<file path="src/rtl/cu_edge_data_read_command_control_pkg.sv">
// rtl/cu_edge_data_read_command_control_pkg.sv - shared types and helpers for the CU edge-data read path
//
// Purpose: FSM state enum, command/response/FIFO line structs, outstanding
//          budget default and the byte-to-cacheline address helper that the
//          data-read control also uses to decode offsets.
// Ports:   none (package).

package cu_edge_data_read_command_control_pkg;

  localparam int EDGE_DATA_READ_MAX_OUTSTANDING = 32;
  localparam int DATA_SIZE_READ                 = 4;
  localparam int CACHELINE_BYTES                = 128;
  localparam int CACHELINE_OFFSET_W             = 7;
  localparam int CU_ID_W                        = 8;

  typedef enum logic [2:0] {
    IDLE  = 3'd0,
    ISSUE = 3'd1,
    STALL = 3'd2,
    DRAIN = 3'd3,
    DONE  = 3'd4
  } edge_data_read_cmd_state;

  typedef enum logic [1:0] {
    CMD_INVALID = 2'd0,
    READ_CL_NA  = 2'd1,
    READ_CL_S   = 2'd2,
    WRITE_NA    = 2'd3
  } command_type;

  typedef struct packed {
    logic        valid;
    logic [31:0] dest;
  } EdgeInterface;

  typedef struct packed {
    logic alfull;
  } BufferStatus;

  typedef struct packed {
    logic               valid;
    logic [CU_ID_W-1:0] cu_id;
  } ResponseBufferLine;

  typedef struct packed {
    logic                          valid;
    command_type                   command;
    logic [63:0]                   address;
    logic [7:0]                    size;
    logic [CU_ID_W-1:0]            cu_id;
    logic [CACHELINE_OFFSET_W-1:0] cacheline_offest;
    logic [63:0]                   address_offest;
  } CommandBufferLine;

  typedef struct packed {
    logic [63:0]                   address;
    logic [CACHELINE_OFFSET_W-1:0] offset;
  } cacheline_addr_t;

  // Cacheline-aligned address plus the element index inside that line.
  function automatic cacheline_addr_t get_edge_data_cacheline_addr(input logic [63:0] byte_addr);
    cacheline_addr_t r;
    r.address = {byte_addr[63:CACHELINE_OFFSET_W], {CACHELINE_OFFSET_W{1'b0}}};
    r.offset  = CACHELINE_OFFSET_W'(byte_addr[CACHELINE_OFFSET_W-1:0] >> $clog2(DATA_SIZE_READ));
    return r;
  endfunction

endpackage

</file>
<file path="src/rtl/cu_edge_data_read_command_control_if.sv">
// rtl/cu_edge_data_read_command_control_if.sv - edge FIFO, command buffer and response bundle
//
// Purpose: groups the edge-job FIFO handshake, command-buffer status, read
//          responses and outgoing read commands.
// Ports:   slave  - the command control block (pops FIFO, issues commands).
//          master - the environment (FIFO, command buffer, memory responses).

interface cu_edge_data_read_command_control_if;
  import cu_edge_data_read_command_control_pkg::*;

  EdgeInterface      edge_job_in;
  logic              edge_request_out;
  BufferStatus       read_buffer_status_in;
  ResponseBufferLine read_response_in;
  CommandBufferLine  read_command_out;

  modport slave (
    input  edge_job_in,
    input  read_buffer_status_in,
    input  read_response_in,
    output edge_request_out,
    output read_command_out
  );

  modport master (
    output edge_job_in,
    output read_buffer_status_in,
    output read_response_in,
    input  edge_request_out,
    input  read_command_out
  );

endinterface

</file>
<file path="src/rtl/cu_edge_data_read_command_control_credit.sv">
// rtl/cu_edge_data_read_command_control_credit.sv - outstanding/reserved read credit counter
//
// Purpose: module cu_outstanding_credit_counter. Tracks reads in flight and
//          pops whose FIFO data has not yet arrived, so the budget check
//          covers the 1-cycle FIFO latency.
// Ports:   clock, rstn          - clock, async active-low reset
//          pop_in               - FIFO pop this cycle (data arrives next cycle)
//          issue_in             - command issued this cycle
//          retire_in            - matching response this cycle
//          outstanding_out      - registered in-flight count
//          outstanding_next_out - in-flight count after this cycle
//          pending_out          - a pop is awaiting its FIFO data
//          budget_full_out      - reserved count has reached MAX_OUTSTANDING

module cu_outstanding_credit_counter #(
  parameter int MAX_OUTSTANDING = 32
) (
  input  logic       clock,
  input  logic       rstn,
  input  logic       pop_in,
  input  logic       issue_in,
  input  logic       retire_in,
  output logic [7:0] outstanding_out,
  output logic [7:0] outstanding_next_out,
  output logic       pending_out,
  output logic       budget_full_out
);

  logic [7:0] outstanding_q, outstanding_d;
  logic       pending_q, pending_d;
  logic       retire_ok;
  logic [8:0] reserved;

  always_comb begin
    outstanding_d = outstanding_q;
    pending_d     = pop_in;
    // A response with nothing in flight is stale; it must not wrap the count.
    retire_ok     = retire_in && (outstanding_q != 8'd0);
    if (issue_in && !retire_ok) begin
      if (outstanding_q != 8'hFF) outstanding_d = outstanding_q + 8'd1;
    end else if (retire_ok && !issue_in) begin
      outstanding_d = outstanding_q - 8'd1;
    end
  end

  always_ff @(posedge clock or negedge rstn) begin
    if (!rstn) begin
      outstanding_q <= 8'd0;
      pending_q     <= 1'b0;
    end else begin
      outstanding_q <= outstanding_d;
      pending_q     <= pending_d;
    end
  end

  assign reserved             = {1'b0, outstanding_q} + {8'd0, pending_q};
  assign budget_full_out      = (reserved >= 9'(MAX_OUTSTANDING));
  assign outstanding_out      = outstanding_q;
  assign outstanding_next_out = outstanding_d;
  assign pending_out          = pending_q;

endmodule

</file>
<file path="src/rtl/cu_edge_data_read_command_control.sv">
// rtl/cu_edge_data_read_command_control.sv - edge-data read command scheduler
//
// Purpose: pops edge jobs, turns each dest vertex into one cacheline read
//          command, throttles on command-buffer alfull and an outstanding
//          budget, retires requests on matching responses.
// Ports:   clock, rstn          - clock, async active-low reset
//          enabled_in           - block enable (registered once)
//          num_edges_in         - edges in this job, sampled on IDLE->ISSUE
//          vertex_data_base_in  - byte base of the vertex-data array
//          bus (slave)          - edge FIFO, buffer status, responses, commands
//          outstanding_out      - reads in flight
//          done_out             - job complete
// Option:  CU_EDGE_DATA_READ_PERF_EN adds stall_cycles_out, issued_out and
//          max_outstanding_out, all cleared on IDLE->ISSUE.

module cu_edge_data_read_command_control
  import cu_edge_data_read_command_control_pkg::*;
#(
  parameter int CU_ID           = 1,
  parameter int MAX_OUTSTANDING = EDGE_DATA_READ_MAX_OUTSTANDING
) (
  input  logic                              clock,
  input  logic                              rstn,
  input  logic                              enabled_in,
  input  logic [31:0]                       num_edges_in,
  input  logic [63:0]                       vertex_data_base_in,
  cu_edge_data_read_command_control_if.slave bus,
  output logic [7:0]                        outstanding_out,
  output logic                              done_out
`ifdef CU_EDGE_DATA_READ_PERF_EN
  ,
  output logic [31:0]                       stall_cycles_out,
  output logic [31:0]                       issued_out,
  output logic [31:0]                       max_outstanding_out
`endif
);

  logic                    enabled_q, enabled_d;
  edge_data_read_cmd_state state_q, state_d;
  logic [31:0]             remaining_q, remaining_d;
  CommandBufferLine        read_command_q, read_command_d;

  logic            alfull, issue, retire, pop;
  logic            budget_full, pending;
  logic [7:0]      outstanding, outstanding_next;
  logic [63:0]     byte_addr;
  cacheline_addr_t line;

  assign enabled_d = enabled_in;
  assign alfull    = bus.read_buffer_status_in.alfull;
  // Issue follows FIFO data even when disabled: a pop already made must land.
  assign issue     = bus.edge_job_in.valid;
  assign retire    = bus.read_response_in.valid && (bus.read_response_in.cu_id == CU_ID_W'(CU_ID));

  cu_outstanding_credit_counter #(
    .MAX_OUTSTANDING (MAX_OUTSTANDING)
  ) u_credit (
    .clock                (clock),
    .rstn                 (rstn),
    .pop_in               (pop),
    .issue_in             (issue),
    .retire_in            (retire),
    .outstanding_out      (outstanding),
    .outstanding_next_out (outstanding_next),
    .pending_out          (pending),
    .budget_full_out      (budget_full)
  );

  always_comb begin
    state_d     = state_q;
    remaining_d = remaining_q;
    pop         = 1'b0;
    case (state_q)
      IDLE: begin
        if (enabled_q) begin
          if (num_edges_in != 32'd0) begin
            state_d     = ISSUE;
            remaining_d = num_edges_in;
          end else begin
            state_d = DONE;
          end
        end
      end
      ISSUE: begin
        if (enabled_q) begin
          if (remaining_q == 32'd0) begin
            state_d = DRAIN;
          end else if (!alfull && !budget_full) begin
            pop         = 1'b1;
            remaining_d = remaining_q - 32'd1;
            if (remaining_q == 32'd1) state_d = DRAIN;
          end else begin
            state_d = STALL;
          end
        end
      end
      STALL: begin
        if (enabled_q && !alfull && !budget_full) state_d = ISSUE;
      end
      DRAIN: begin
        // Look at the next count so done follows the last response by one cycle.
        if (enabled_q && (outstanding_next == 8'd0) && !pending) state_d = DONE;
      end
      DONE: begin
        if (!enabled_q) state_d = IDLE;
      end
      default: state_d = IDLE;
    endcase
  end

  always_comb begin
    read_command_d = '0;
    byte_addr      = vertex_data_base_in + (64'(bus.edge_job_in.dest) * 64'(DATA_SIZE_READ));
    line           = get_edge_data_cacheline_addr(byte_addr);
    if (issue) begin
      read_command_d.valid            = 1'b1;
      read_command_d.command          = READ_CL_NA;
      read_command_d.address          = line.address;
      read_command_d.size             = 8'(CACHELINE_BYTES);
      read_command_d.cu_id            = CU_ID_W'(CU_ID);
      read_command_d.cacheline_offest = line.offset;
      read_command_d.address_offest   = 64'(bus.edge_job_in.dest);
    end
  end

  always_ff @(posedge clock or negedge rstn) begin
    if (!rstn) begin
      enabled_q      <= 1'b0;
      state_q        <= IDLE;
      remaining_q    <= 32'd0;
      read_command_q <= '0;
    end else begin
      enabled_q      <= enabled_d;
      state_q        <= state_d;
      remaining_q    <= remaining_d;
      read_command_q <= read_command_d;
    end
  end

  assign bus.edge_request_out = pop;
  assign bus.read_command_out = read_command_q;
  assign outstanding_out      = outstanding;
  assign done_out             = (state_q == DONE);

`ifdef CU_EDGE_DATA_READ_PERF_EN
  logic [31:0] stall_cycles_q, stall_cycles_d;
  logic [31:0] issued_q, issued_d;
  logic [31:0] max_outstanding_q, max_outstanding_d;
  logic        job_start;

  always_comb begin
    job_start         = (state_q == IDLE) && (state_d == ISSUE);
    stall_cycles_d    = stall_cycles_q + ((state_q == STALL) ? 32'd1 : 32'd0);
    issued_d          = issued_q + (issue ? 32'd1 : 32'd0);
    max_outstanding_d = max_outstanding_q;
    if ({24'd0, outstanding} > max_outstanding_q) max_outstanding_d = {24'd0, outstanding};
    if (job_start) begin
      stall_cycles_d    = 32'd0;
      issued_d          = 32'd0;
      max_outstanding_d = 32'd0;
    end
  end

  always_ff @(posedge clock or negedge rstn) begin
    if (!rstn) begin
      stall_cycles_q    <= 32'd0;
      issued_q          <= 32'd0;
      max_outstanding_q <= 32'd0;
    end else begin
      stall_cycles_q    <= stall_cycles_d;
      issued_q          <= issued_d;
      max_outstanding_q <= max_outstanding_d;
    end
  end

  assign stall_cycles_out    = stall_cycles_q;
  assign issued_out          = issued_q;
  assign max_outstanding_out = max_outstanding_q;
`endif

endmodule

</file>
<file path="src/flat_wrapper.sv">
// flat-port wrapper written by rule: the top's interface ports become plain ports
module cu_edge_data_read_command_control_flat import cu_edge_data_read_command_control_pkg::*;
#(
  parameter int CU_ID           = 1,
  parameter int MAX_OUTSTANDING = EDGE_DATA_READ_MAX_OUTSTANDING
)
  (clock, rstn, enabled_in, num_edges_in, vertex_data_base_in, outstanding_out, done_out, bus_edge_job_in, bus_read_buffer_status_in, bus_read_response_in, bus_edge_request_out, bus_read_command_out);
  cu_edge_data_read_command_control_if bus_i ();
  input  logic clock;
  input  logic rstn;
  input  logic enabled_in;
  input  logic [31:0] num_edges_in;
  input  logic [63:0] vertex_data_base_in;
  output logic [7:0] outstanding_out;
  output logic done_out;
  input wire logic [$bits(bus_i.edge_job_in)-1:0] bus_edge_job_in;
  input wire logic [$bits(bus_i.read_buffer_status_in)-1:0] bus_read_buffer_status_in;
  input wire logic [$bits(bus_i.read_response_in)-1:0] bus_read_response_in;
  output wire logic [$bits(bus_i.edge_request_out)-1:0] bus_edge_request_out;
  output wire logic [$bits(bus_i.read_command_out)-1:0] bus_read_command_out;
  assign bus_i.edge_job_in = bus_edge_job_in;
  assign bus_i.read_buffer_status_in = bus_read_buffer_status_in;
  assign bus_i.read_response_in = bus_read_response_in;
  assign bus_edge_request_out = bus_i.edge_request_out;
  assign bus_read_command_out = bus_i.read_command_out;
  cu_edge_data_read_command_control #(.CU_ID(CU_ID), .MAX_OUTSTANDING(MAX_OUTSTANDING)) u_core (.clock(clock), .rstn(rstn), .enabled_in(enabled_in), .num_edges_in(num_edges_in), .vertex_data_base_in(vertex_data_base_in), .bus(bus_i), .outstanding_out(outstanding_out), .done_out(done_out));
endmodule
</file>
<file path="config.mk">
export PLATFORM = sky130hd
export DESIGN_NAME = cu_edge_data_read_command_control_flat
export DESIGN_NICKNAME = d
export VERILOG_FILES = /design/src/rtl/cu_edge_data_read_command_control_pkg.sv /design/src/rtl/cu_edge_data_read_command_control_if.sv /design/src/rtl/cu_edge_data_read_command_control_credit.sv /design/src/rtl/cu_edge_data_read_command_control.sv /design/src/flat_wrapper.sv
export SDC_FILE = /design/constraint.sdc
export NUM_CORES = 1
export LEC_CHECK = 0
export BUFFER_PORTS_ARGS = -buffer_cell sky130_fd_sc_hd__buf_2
export CAP_MARGIN = 40
export CORE_ASPECT_RATIO = 2
export CORE_UTILIZATION = 46
export DETAILED_ROUTE_END_ITERATION = 6
export GPL_ROUTABILITY_DRIVEN = 0
export GPL_TIMING_DRIVEN = 1
export PLACE_DENSITY = 0.77
export SLEW_MARGIN = 20
export SYNTH_ARGS = -nofsm -noshare
export SYNTH_HDL_FRONTEND = slang
export SYNTH_SLANG_ARGS = --single-unit
</file>
<file path="constraint.sdc">
create_clock -name clock -period 3.2 [get_ports clock]
set_input_delay 0.64 -clock clock [delete_from_list [all_inputs] [get_ports clock]]
set_output_delay 0.64 -clock clock [all_outputs]
set_load 0.01 [all_outputs]
</file>
==> results.toml, run 1 <==
[outcome]
status = "finished with violations"
violations = "setup timing"

[sta]
finClkSkew_ns = 0.008195
whs_ns = 0.1703
relSlewSlack_pct = 45.89
max_freq_ghz = 0.2987
rsz0062_at_grt = "yes"
fin_setup_tns_ns = -0.1732
drv_slew = 0
worstMarginPinSlew_ns = 0.8116
timing.final.ws_setup_ns = -0.1480
setup_viol = 2
finalHoldViolCount = 0
min_period_over_period_pct = 104.6
period_needed_ns = 3.348

[setup_path]
rrSetupSlack_ns = -0.03
worstPathCellList = "or4_4 > or4_4 > and4b_1 > nand2_1 > o2111ai_2 > inv_2 > buf_6"
slowest_stage = "or4_4"
cpPeakStageDelay_ns = 0.55
cp-startpoint = "u_core.remaining_q[13]"
start_kind = "flip-flop"
required_ns = 2.56
endpoint_kind = "primary output"
critPathMaxFanout = 4
r2r-end = "u_core.state_q[1]"
crit_path_end = "bus_edge_request_out"
r2r-start = "u_core.u_credit.outstanding_out[0]"
worstSetupPathType = "reg2out"
crit_top_cell = "or4_4"
r2r_cells = 12
arrival_ns = 2.71

[cells_and_area]
n_fill_cell = 1692
layout-drive-gt1-share_pct = 30.53
final_cell_mix = "buf_2 (245), dfrtp_1 (140), nor2_1 (99), a21oi_1 (93), buf_4 (84)"
mostFrequentLayoutCell = "buf_2"
layout.nets = 1499
area_delta_synth_final_pct = 29.61
finalCoreUtilization_pct = 60.90
diodes = 0

[logic_synthesis]
synth_area_mm2 = 0.008848
synth_area_per_cell_um2 = 8.701
ys_types = 72
synth_top_cell_by_area = "dfrtp_1"
synth-warning-count = 0
synth_edf_count = 0
syn_inst = 1017
synth-seq-cells = 140
dominantRegCellSynth = "dfrtp_1"
synthTopCellsByArea = "dfrtp_1 (40%), ha_1 (5.5%), a21oi_1 (5.4%)"
synth_top_area_share_pct = 39.59
seq_area_frac_synth_pct = 39.59
async_flop_share_pct = 100.0

[clock_network]
clk_path_buf_depth = 2
clk_pin_slew_ns = 0.06
cts_hold_buf = 0
cts_tree = "yes"
numCtsBuffers = 17
cts_root_buf = "clkbuf_16"
htreeDepth = 4
clk_latency_ns = 0.43
clock_sinks = 140

[global_route]
grt_usage_pct = 27.01
gr-total-overflow = 0
grt_pass1_vias = 8669
antenna_found_initial = 1
grt_max_degree = 61
grt_first_pass_wirelength_um = 41200

[job]
maxCapViolCount = 0

[drt]
drcViolationCount = 0
dr_wl_met2_um = 15630
dr_total_vias = 8858
first_iter_violations = 376
vias_per_cell = 5.589
wire_per_inst_um = 17.41
wl_um = 27590
met3_length_um = 1906
firstDrtPassIters = 5
drt-met1-wl_um = 8710
highest_layer = "met5"
ant_nets = 0

[floorplanning]
coreArea_mm2 = 0.01883
io_pins = 306
rows = 71
dieArea_mm2 = 0.01983
die_h_um = 198.1
die_width_um = 100.1
start_util_pct = 46.98

[pwr]
peakVddDrop_v = 0.0004859
leakagePower_uw = 0.005633
pwr_density_cell_mw_per_mm2 = 621.7

[place]
port_buffers = 247
hpwl_um = 20600

[hold_path]
hold_path_class = "in2async"
==> worst min path at each step <==
stage                                 from                               to  slack, ns  cells past startpoint
finish                                rstn  u_core.bus.read_command_out[28]       0.17                      1
global route                          rstn  u_core.bus.read_command_out[28]       0.20                      1
CTS                                   rstn  u_core.bus.read_command_out[28]       0.18                      1
detailed placement  u_core.remaining_q[10]           u_core.remaining_q[10]       0.50                      2
global placement    u_core.remaining_q[10]           u_core.remaining_q[10]       0.48                      2
floorplan                             rstn   u_core.bus.read_command_out[0]       0.34                      0
==> registers in the layout (all words and copies together) (netlist names) <==
| register | count |
|---|---|
| u_core.enabled_q | 1 |
| u_core.u_credit.outstanding_out | 8 |
| u_core.remaining_q | 32 |
| u_core.bus.read_command_out | 95 |
| u_core.u_credit.pending_out | 1 |
| u_core.state_q | 3 |
==> logic make-up after synthesis <==
group	count (synthesis)	share of synthesized area, %
simple gates	377	22.09
buf+inv	132	8.343
mux	7	0.8484
other cells	1	0.04238
flops	140	39.59
compound gates	279	19.29
xor+xnor	41	4.058
fa+ha+maj	40	5.741
==> per-stage QoR <==
step / total power [uW] / std cells / setup WS, ns / cell area (um^2)
floorplan: 3911 / 1072 / 0.009316 / 9065
global placement: 4666 / 1536 / -0.1840 / 10560
detailed placement: 4749 / 1536 / -0.2462 / 10560
CTS: 6933 / 1571 / -0.1803 / 11240
global route: 7512 / 1585 / -0.2338 / 11470
finish: 7130 / 1585 / -0.1480 / 11470
==> final cells by class <==
| type | count | area (um^2) | area share [%] |
|---|---|---|---|
| inverters | 22 | 82.58 | 0.7201 |
| repair buffers | 336 | 1989 | 17.35 |
| multi-input cells | 800 | 4927 | 42.96 |
| clock buffers | 23 | 488.0 | 4.255 |
| well taps | 255 | 319.1 | 2.782 |
| flip-flops and latches | 140 | 3503 | 30.55 |
| clock inverters | 9 | 158.9 | 1.386 |
==> repair_timing <==
action,in CTS,in global routing
endpoints found under the setup margin,1,13
pin swaps,1,15
gates cloned,0,2
gates resized for setup,4,22
buffers inserted,3,13
==> synth_stat cells (all sizes together) (5+ instances only) <==
library cell and count:
nand3 33, a21oi 96, nor4 20, o22ai 5
a22oi 8, xnor2 15, nor2b 7, o21a 8
inv 21, or3 14, nand2b 14, a31oi 6
nor2 99, nand2 65, buf 65, nand4 21
ha 39, or4 11, a21o 28, clkbuf 45
nor3 29, xor2 26, and3 16, o31ai 13
and2 36, o31a 5, o21ai 77, dfrtp 140
==> power by group <==
| part | internal, uW | switching [uW] | leakage, uW | total (uW) |
|---|---|---|---|---|
| clock network | 1390 | 752 | 0.000314 | 2140 |
| logic | 1080 | 1450 | 0.00356 | 2530 |
| registers | 2120 | 336 | 0.00176 | 2450 |
| total | 4590 | 2540 | 0.00563 | 7130 |
==> per-layer routing <==
metal	vias up	GRT usage, %
met2	381	52.54
met3	99	7.730
met1	4250	24.18
met4	2	14.87
met5	-	0
li1	4126	-
==> worst max-delay path, delay by kind of cell, from the launching register on <==
kind / cells / cell delay [ns]
simple gates: 4 / 1.42
flops: 1 / 0.39
compound gates: 1 / 0.25
buf+inv: 2 / 0.21
Note: power is estimated with default switching activity, not from simulation.
==> inputs of run 2 (changes only) <==
--- a/config.mk
+++ b/config.mk
@@ -8,11 +8,11 @@
 export BUFFER_PORTS_ARGS = -buffer_cell sky130_fd_sc_hd__buf_2
 export CAP_MARGIN = 40
 export CORE_ASPECT_RATIO = 2
-export CORE_UTILIZATION = 46
+export CORE_UTILIZATION = 40
 export DETAILED_ROUTE_END_ITERATION = 6
 export GPL_ROUTABILITY_DRIVEN = 0
 export GPL_TIMING_DRIVEN = 1
-export PLACE_DENSITY = 0.77
+export PLACE_DENSITY = 0.69
 export SLEW_MARGIN = 20
 export SYNTH_ARGS = -nofsm -noshare
 export SYNTH_HDL_FRONTEND = slang
==> run 2 against run 1 <==
The flow finishes with violations (DRC, setup timing). Global-route usage decreased by 3.3 points. Sequential share of layout area grew 0.064 points. Via count is 2.6% lower. Non-clock buffer count grew 7. First-iteration DRC count rose by 19%. Cell area down 0.17%. Core utilization decreased by 7.9 points. Cell count up 1.6%. Die area is 15% higher. Clock power shrank 5%. Worst setup slack improved by 0.024 ns. Critical path type unchanged. Highest routed layer is now met4.
==> results.toml, run 2 (synthesis gave the netlist of run 1 again) <==
[outcome]
status = "finished with violations"
violations = "DRC, setup timing"

[clock_network]
cts_tree = "yes"
clk_path_buf_depth = 2
clk_pin_slew_ns = 0.06
numCtsBuffers = 17
cts_hold_buf = 0
clk_latency_ns = 0.43
cts_root_buf = "clkbuf_16"
clock_sinks = 140
htreeDepth = 4

[sta]
finClkSkew_ns = 0.006221
max_freq_ghz = 0.3008
drv_slew = 0
fin_setup_tns_ns = -0.1244
relSlewSlack_pct = 54.95
finalHoldViolCount = 0
worstMarginPinSlew_ns = 0.6757
min_period_over_period_pct = 103.9
timing.final.ws_setup_ns = -0.1244
setup_viol = 1
rsz0062_at_grt = "yes"
period_needed_ns = 3.324

[place]
hpwl_um = 21070
port_buffers = 247
dp_slack_ns = -0.2734
dpl_cell_area_mm2 = 0.01070

[global_route]
use_met1_pct = 21.33
grt_pass1_vias = 8358
grt_usage_pct = 23.71
grt_max_degree = 61
use_met2_pct = 45.61
top_usage_layer = "met2"
grt_first_pass_wirelength_um = 40770
antenna_found_initial = 1
gr-total-overflow = 0
grt_use_met3_pct = 6.254

[floorplanning]
die_width_um = 107.2
die_h_um = 212.3
rows = 76
coreArea_mm2 = 0.02159
dieArea_mm2 = 0.02276
io_pins = 306
start_util_pct = 40.99

[pwr]
pwr_density_cell_mw_per_mm2 = 606.0
swShare_pct = 36.05
switching_power_uw = 2501
peakVddDrop_v = 0.0004501
leakagePower_uw = 0.005616
seqPwrFrac_pct = 35.2
intPower_uw = 4437
combPwrFrac_pct = 35.5
power.total_uw = 6938
power_frac_clock_pct = 29.3

[setup_path]
slowest_stage = "or4_4"
critPathMaxFanout = 5
critical-path-top-delay-family = "simple AND/OR/NAND/NOR gates"
required_ns = 2.56
path_buf_inv = 2
crit_top_cell = "or4_4"
worstSetupPathType = "reg2out"
endpoint_kind = "primary output"
cpPeakStageDelay_ns = 0.55
worstPathCellList = "or4_4 > or4_4 > and4b_1 > nand2_2 > o2111ai_4 > inv_2 > buf_2"
arrival_ns = 2.68
start_kind = "flip-flop"

[cells_and_area]
final_cell_mix = "buf_2 (246), dfrtp_1 (139), nor2_1 (98), a21oi_1 (95), buf_4 (93)"
multi_input_area_mm2 = 0.004922
finalCoreUtilization_pct = 53.04
final_cell_area_mm2 = 0.01145
seqCellArea_mm2 = 0.003505
mostFrequentLayoutCell = "buf_2"
area_delta_synth_final_pct = 29.38
layout-drive-gt1-share_pct = 30.54
largest_reg_flops = 95
n_fill_cell = 2038
layout.nets = 1506

[drt]
firstDrtPassIters = 7
wl_um = 27030
first_iter_violations = 448
vias_per_cell = 5.359
dr_total_vias = 8628
drcViolationCount = 1
wire_per_inst_um = 16.79
ant_nets = 0

[job]
maxCapViolCount = 0

[hold_path]
hold_path_class = "in2async"
## run 2: changes by cell type in the layout (fill, tap and decap cells not counted), moves of 2 or more
cell	delta
a21oi_1	+2
clkbuf_16	-2
o2111ai_2	-2
a21oi_2	-2
clkbuf_8	-2
clkinvlp_4	+2
buf_4	+9
## run 2: final timing paths
check	startpoint	to	slack, ns	cells past startpoint
min in group clock	enabled_in	u_core.enabled_q	0.32	1
worst max-delay path	u_core.remaining_q[13]	bus_edge_request_out	-0.12	7
worst min-delay path	rstn	u_core.bus.read_command_out[24]	0.14	1
worst min register to register	u_core.remaining_q[10]	u_core.remaining_q[10]	0.50	2
worst max register to register	u_core.u_credit.outstanding_out[0]	u_core.state_q[1]	0.04	12
max in group asynchronous	rstn	u_core.remaining_q[21]	2.12	2
## run 2: per-stage QoR
step / hold slack, ns / cells
final: 0.1370 / 1610
after detailed placement: 0.4871 / 1571
after floorplan: 0.3444 / 1072
after global placement: 0.4785 / 1570
after global routing: 0.1626 / 1610
after CTS: 0.1435 / 1604
## run 2: power by group through the flow
stage	Sequential [uW]	Combinational, uW	Clock [uW]
global placement	2450	2260	0
floorplan	2450	1470	0
detailed placement	2460	2310	0
finish	2440	2460	2030
global route	2490	2710	2150
CTS	2430	2350	2090
## run 2: what timing repair did
item | 4_1_cts | 5_1_grt
endpoints found under the hold margin | 0 | 0
resized for setup | 4 | 19
buffers inserted | 2 | 5
endpoints found under the setup margin | 2 | 3
pin swaps | 0 | 10
## run 2: cell type report
| class | count | share of cell area, % |
|---|---|---|
| flip-flops and latches | 140 | 30.61 |
| well taps | 273 | 2.984 |
| repair buffers | 343 | 17.40 |
| inverters | 22 | 0.7213 |
| clock inverters | 9 | 1.213 |
| diodes | 1 | 0.02186 |
| clock buffers | 22 | 4.055 |
| multi-input cells | 800 | 42.99 |
## run 2: layer usage
layer	routed length, um	vias to the layer above
met5	0	-
met4	1234	0
met3	1670	67
met2	15280	325
met1	8846	4090
li1	-	4146
==> inputs of run 3 (changes only) <==
--- a/config.mk
+++ b/config.mk
@@ -13,6 +13,7 @@
 export GPL_ROUTABILITY_DRIVEN = 0
 export GPL_TIMING_DRIVEN = 1
 export PLACE_DENSITY = 0.69
+export RECOVER_POWER = 25
 export SLEW_MARGIN = 20
 export SYNTH_ARGS = -nofsm -noshare
 export SYNTH_HDL_FRONTEND = slang
==> run 3 against run 2 <==
The run ends with DRC, capacitance limit, slew limit, setup timing left. Combinational power about the same. Largest power group unchanged. Fmax about the same. Clock power about the same. Worst setup slack better by 0.0013 ns. Critical path type unchanged.
==> results.toml, run 3 (synthesis gave the netlist of run 1 again) <==
[outcome]
status = "finished with violations"
violations = "DRC, capacitance limit, slew limit, setup timing"

[global_route]
grt_pass1_vias = 8358
grt_use_met3_pct = 6.254
gr-total-overflow = 0
use_met1_pct = 21.33
grt_usage_pct = 23.71
antenna_found_initial = 1
grt_first_pass_wirelength_um = 40770
use_met2_pct = 45.61
grt_max_degree = 61
top_usage_layer = "met2"

[cells_and_area]
layout.nets = 1506
area_delta_synth_final_pct = 29.36
instances_no_fill = 1610
mostFrequentLayoutCell = "buf_2"
largest_reg_flops = 95
final_cell_mix = "buf_2 (246), dfrtp_1 (139), nor2_1 (98), a21oi_1 (95), buf_4 (93)"
layout-drive-gt1-share_pct = 30.46

[pwr]
leakagePower_uw = 0.005615
switching_power_uw = 2501
seqPwrFrac_pct = 35.2
swShare_pct = 36.05
power_frac_clock_pct = 29.3
pwr_density_cell_mw_per_mm2 = 606.1
combPwrFrac_pct = 35.5
intPower_uw = 4437
peakVddDrop_v = 0.0004504
power.total_uw = 6938

[sta]
min_period_over_period_pct = 103.8
max_freq_ghz = 0.3009
drv_slew = 49
timing.final.ws_setup_ns = -0.1231
fin_setup_tns_ns = -0.1231
relSlewSlack_pct = -60.18
setup_viol = 1
period_needed_ns = 3.323
rsz0062_at_grt = "yes"
worstMarginPinSlew_ns = 2.403
finalHoldViolCount = 0
finClkSkew_ns = 0.007448

[drt]
ant_nets = 0
wire_per_inst_um = 16.79
vias_per_cell = 5.362
drcViolationCount = 8
dr_total_vias = 8633
wl_um = 27040
firstDrtPassIters = 7
first_iter_violations = 448

[setup_path]
crit_top_cell = "or4_4"
path_buf_inv = 2
rrSetupSlack_ns = 0.04
slowest_stage = "or4_4"
r2r-start = "u_core.u_credit.outstanding_out[0]"
cpPeakStageDelay_ns = 0.55
critPathMaxFanout = 5
r2r-end = "u_core.state_q[1]"
arrival_ns = 2.68
critical-path-top-delay-family = "simple AND/OR/NAND/NOR gates"
r2r_cells = 12
worstPathCellList = "or4_4 > or4_4 > and4b_1 > nand2_2 > o2111ai_4 > inv_2 > buf_2"
endpoint_kind = "primary output"
worstSetupPathType = "reg2out"
required_ns = 2.56
start_kind = "flip-flop"

[floorplanning]
coreArea_mm2 = 0.02159
io_pins = 306
dieArea_mm2 = 0.02276
start_util_pct = 40.99
die_h_um = 212.3
rows = 76
die_width_um = 107.2

[hold_path]
hold_end = "u_core.enabled_q"
hold_path_class = "in2reg"
min_path_cells = 1
holdCritStartpoint = "enabled_in"

[clock_network]
clk_latency_ns = 0.43
clk_path_buf_depth = 2
clk_pin_slew_ns = 0.06
cts_tree = "yes"
numCtsBuffers = 17
cts_root_buf = "clkbuf_16"
htreeDepth = 4
clock_sinks = 140

[place]
hpwl_um = 21070
port_buffers = 247
placed_cells = 1571
dp_slack_ns = -0.2734

[job]
maxCapViolCount = 1
-- run 3: metal layers --
layer	part of all wire (%)	vias to the layer above
li1	-	4147
met3	6.2	63
met1	33	4099
met5	0	-
met2	57	324
met4	4.4	0
-- run 3: layout make-up --
class                           instances  area (um^2)
Multi-Input combinational cell        800         4922
Clock buffer                           22        464.2
Inverter                               22        82.58
Timing Repair Buffer                  343         1989
Clock inverter                          9        138.9
Tap cell                              273        341.6
Antenna cell                            1        2.502
Sequential cell                       140         3505
Fill cell                            2039        10140
-- run 3: repair_timing --
item                                   in CTS  in global routing
resized for setup                           4                 19
buffers inserted                            2                  5
pin swaps                                   0                 10
hold buffers                                0                  0
setup endpoints to repair                   2                  3
endpoints found under the hold margin       0                  0
-- run 3: worst max path at each step --
stage                      startpoint                                to  slack (ns)  depth (start not counted)
5_1_grt        u_core.remaining_q[13]              bus_edge_request_out       -0.22                          7
3_3_place_gp       bus_edge_job_in[8]  u_core.bus.read_command_out[136]       -0.27                         14
4_1_cts        u_core.remaining_q[13]              bus_edge_request_out       -0.15                          7
6_report       u_core.remaining_q[13]              bus_edge_request_out       -0.12                          7
3_5_place_dp       bus_edge_job_in[0]  u_core.bus.read_command_out[149]       -0.27                         14
2_1_floorplan      bus_edge_job_in[6]  u_core.bus.read_command_out[136]       0.009                         10
-- run 3: power by group through the flow --
stage | Sequential [uW] | Clock [uW] | Combinational, uW
floorplan | 2450 | 0 | 1470
global placement | 2450 | 0 | 2260
detailed placement | 2460 | 0 | 2310
CTS | 2430 | 2090 | 2350
global route | 2490 | 2150 | 2710
finish | 2440 | 2030 | 2460
-- run 3: stage by stage --
| stage | hold WS (ns) | utilization [%] | cell area [um^2] |
|---|---|---|---|
| finish | 0.3243 | 53.03 | 11450 |
| global route | 0.2988 | 53.03 | 11450 |
| CTS | 0.1435 | 52.50 | 11330 |
| detailed placement | 0.4871 | 49.58 | 10700 |
| global placement | 0.4785 | 49.53 | 10690 |
| floorplan | 0.3444 | - | 9065 |
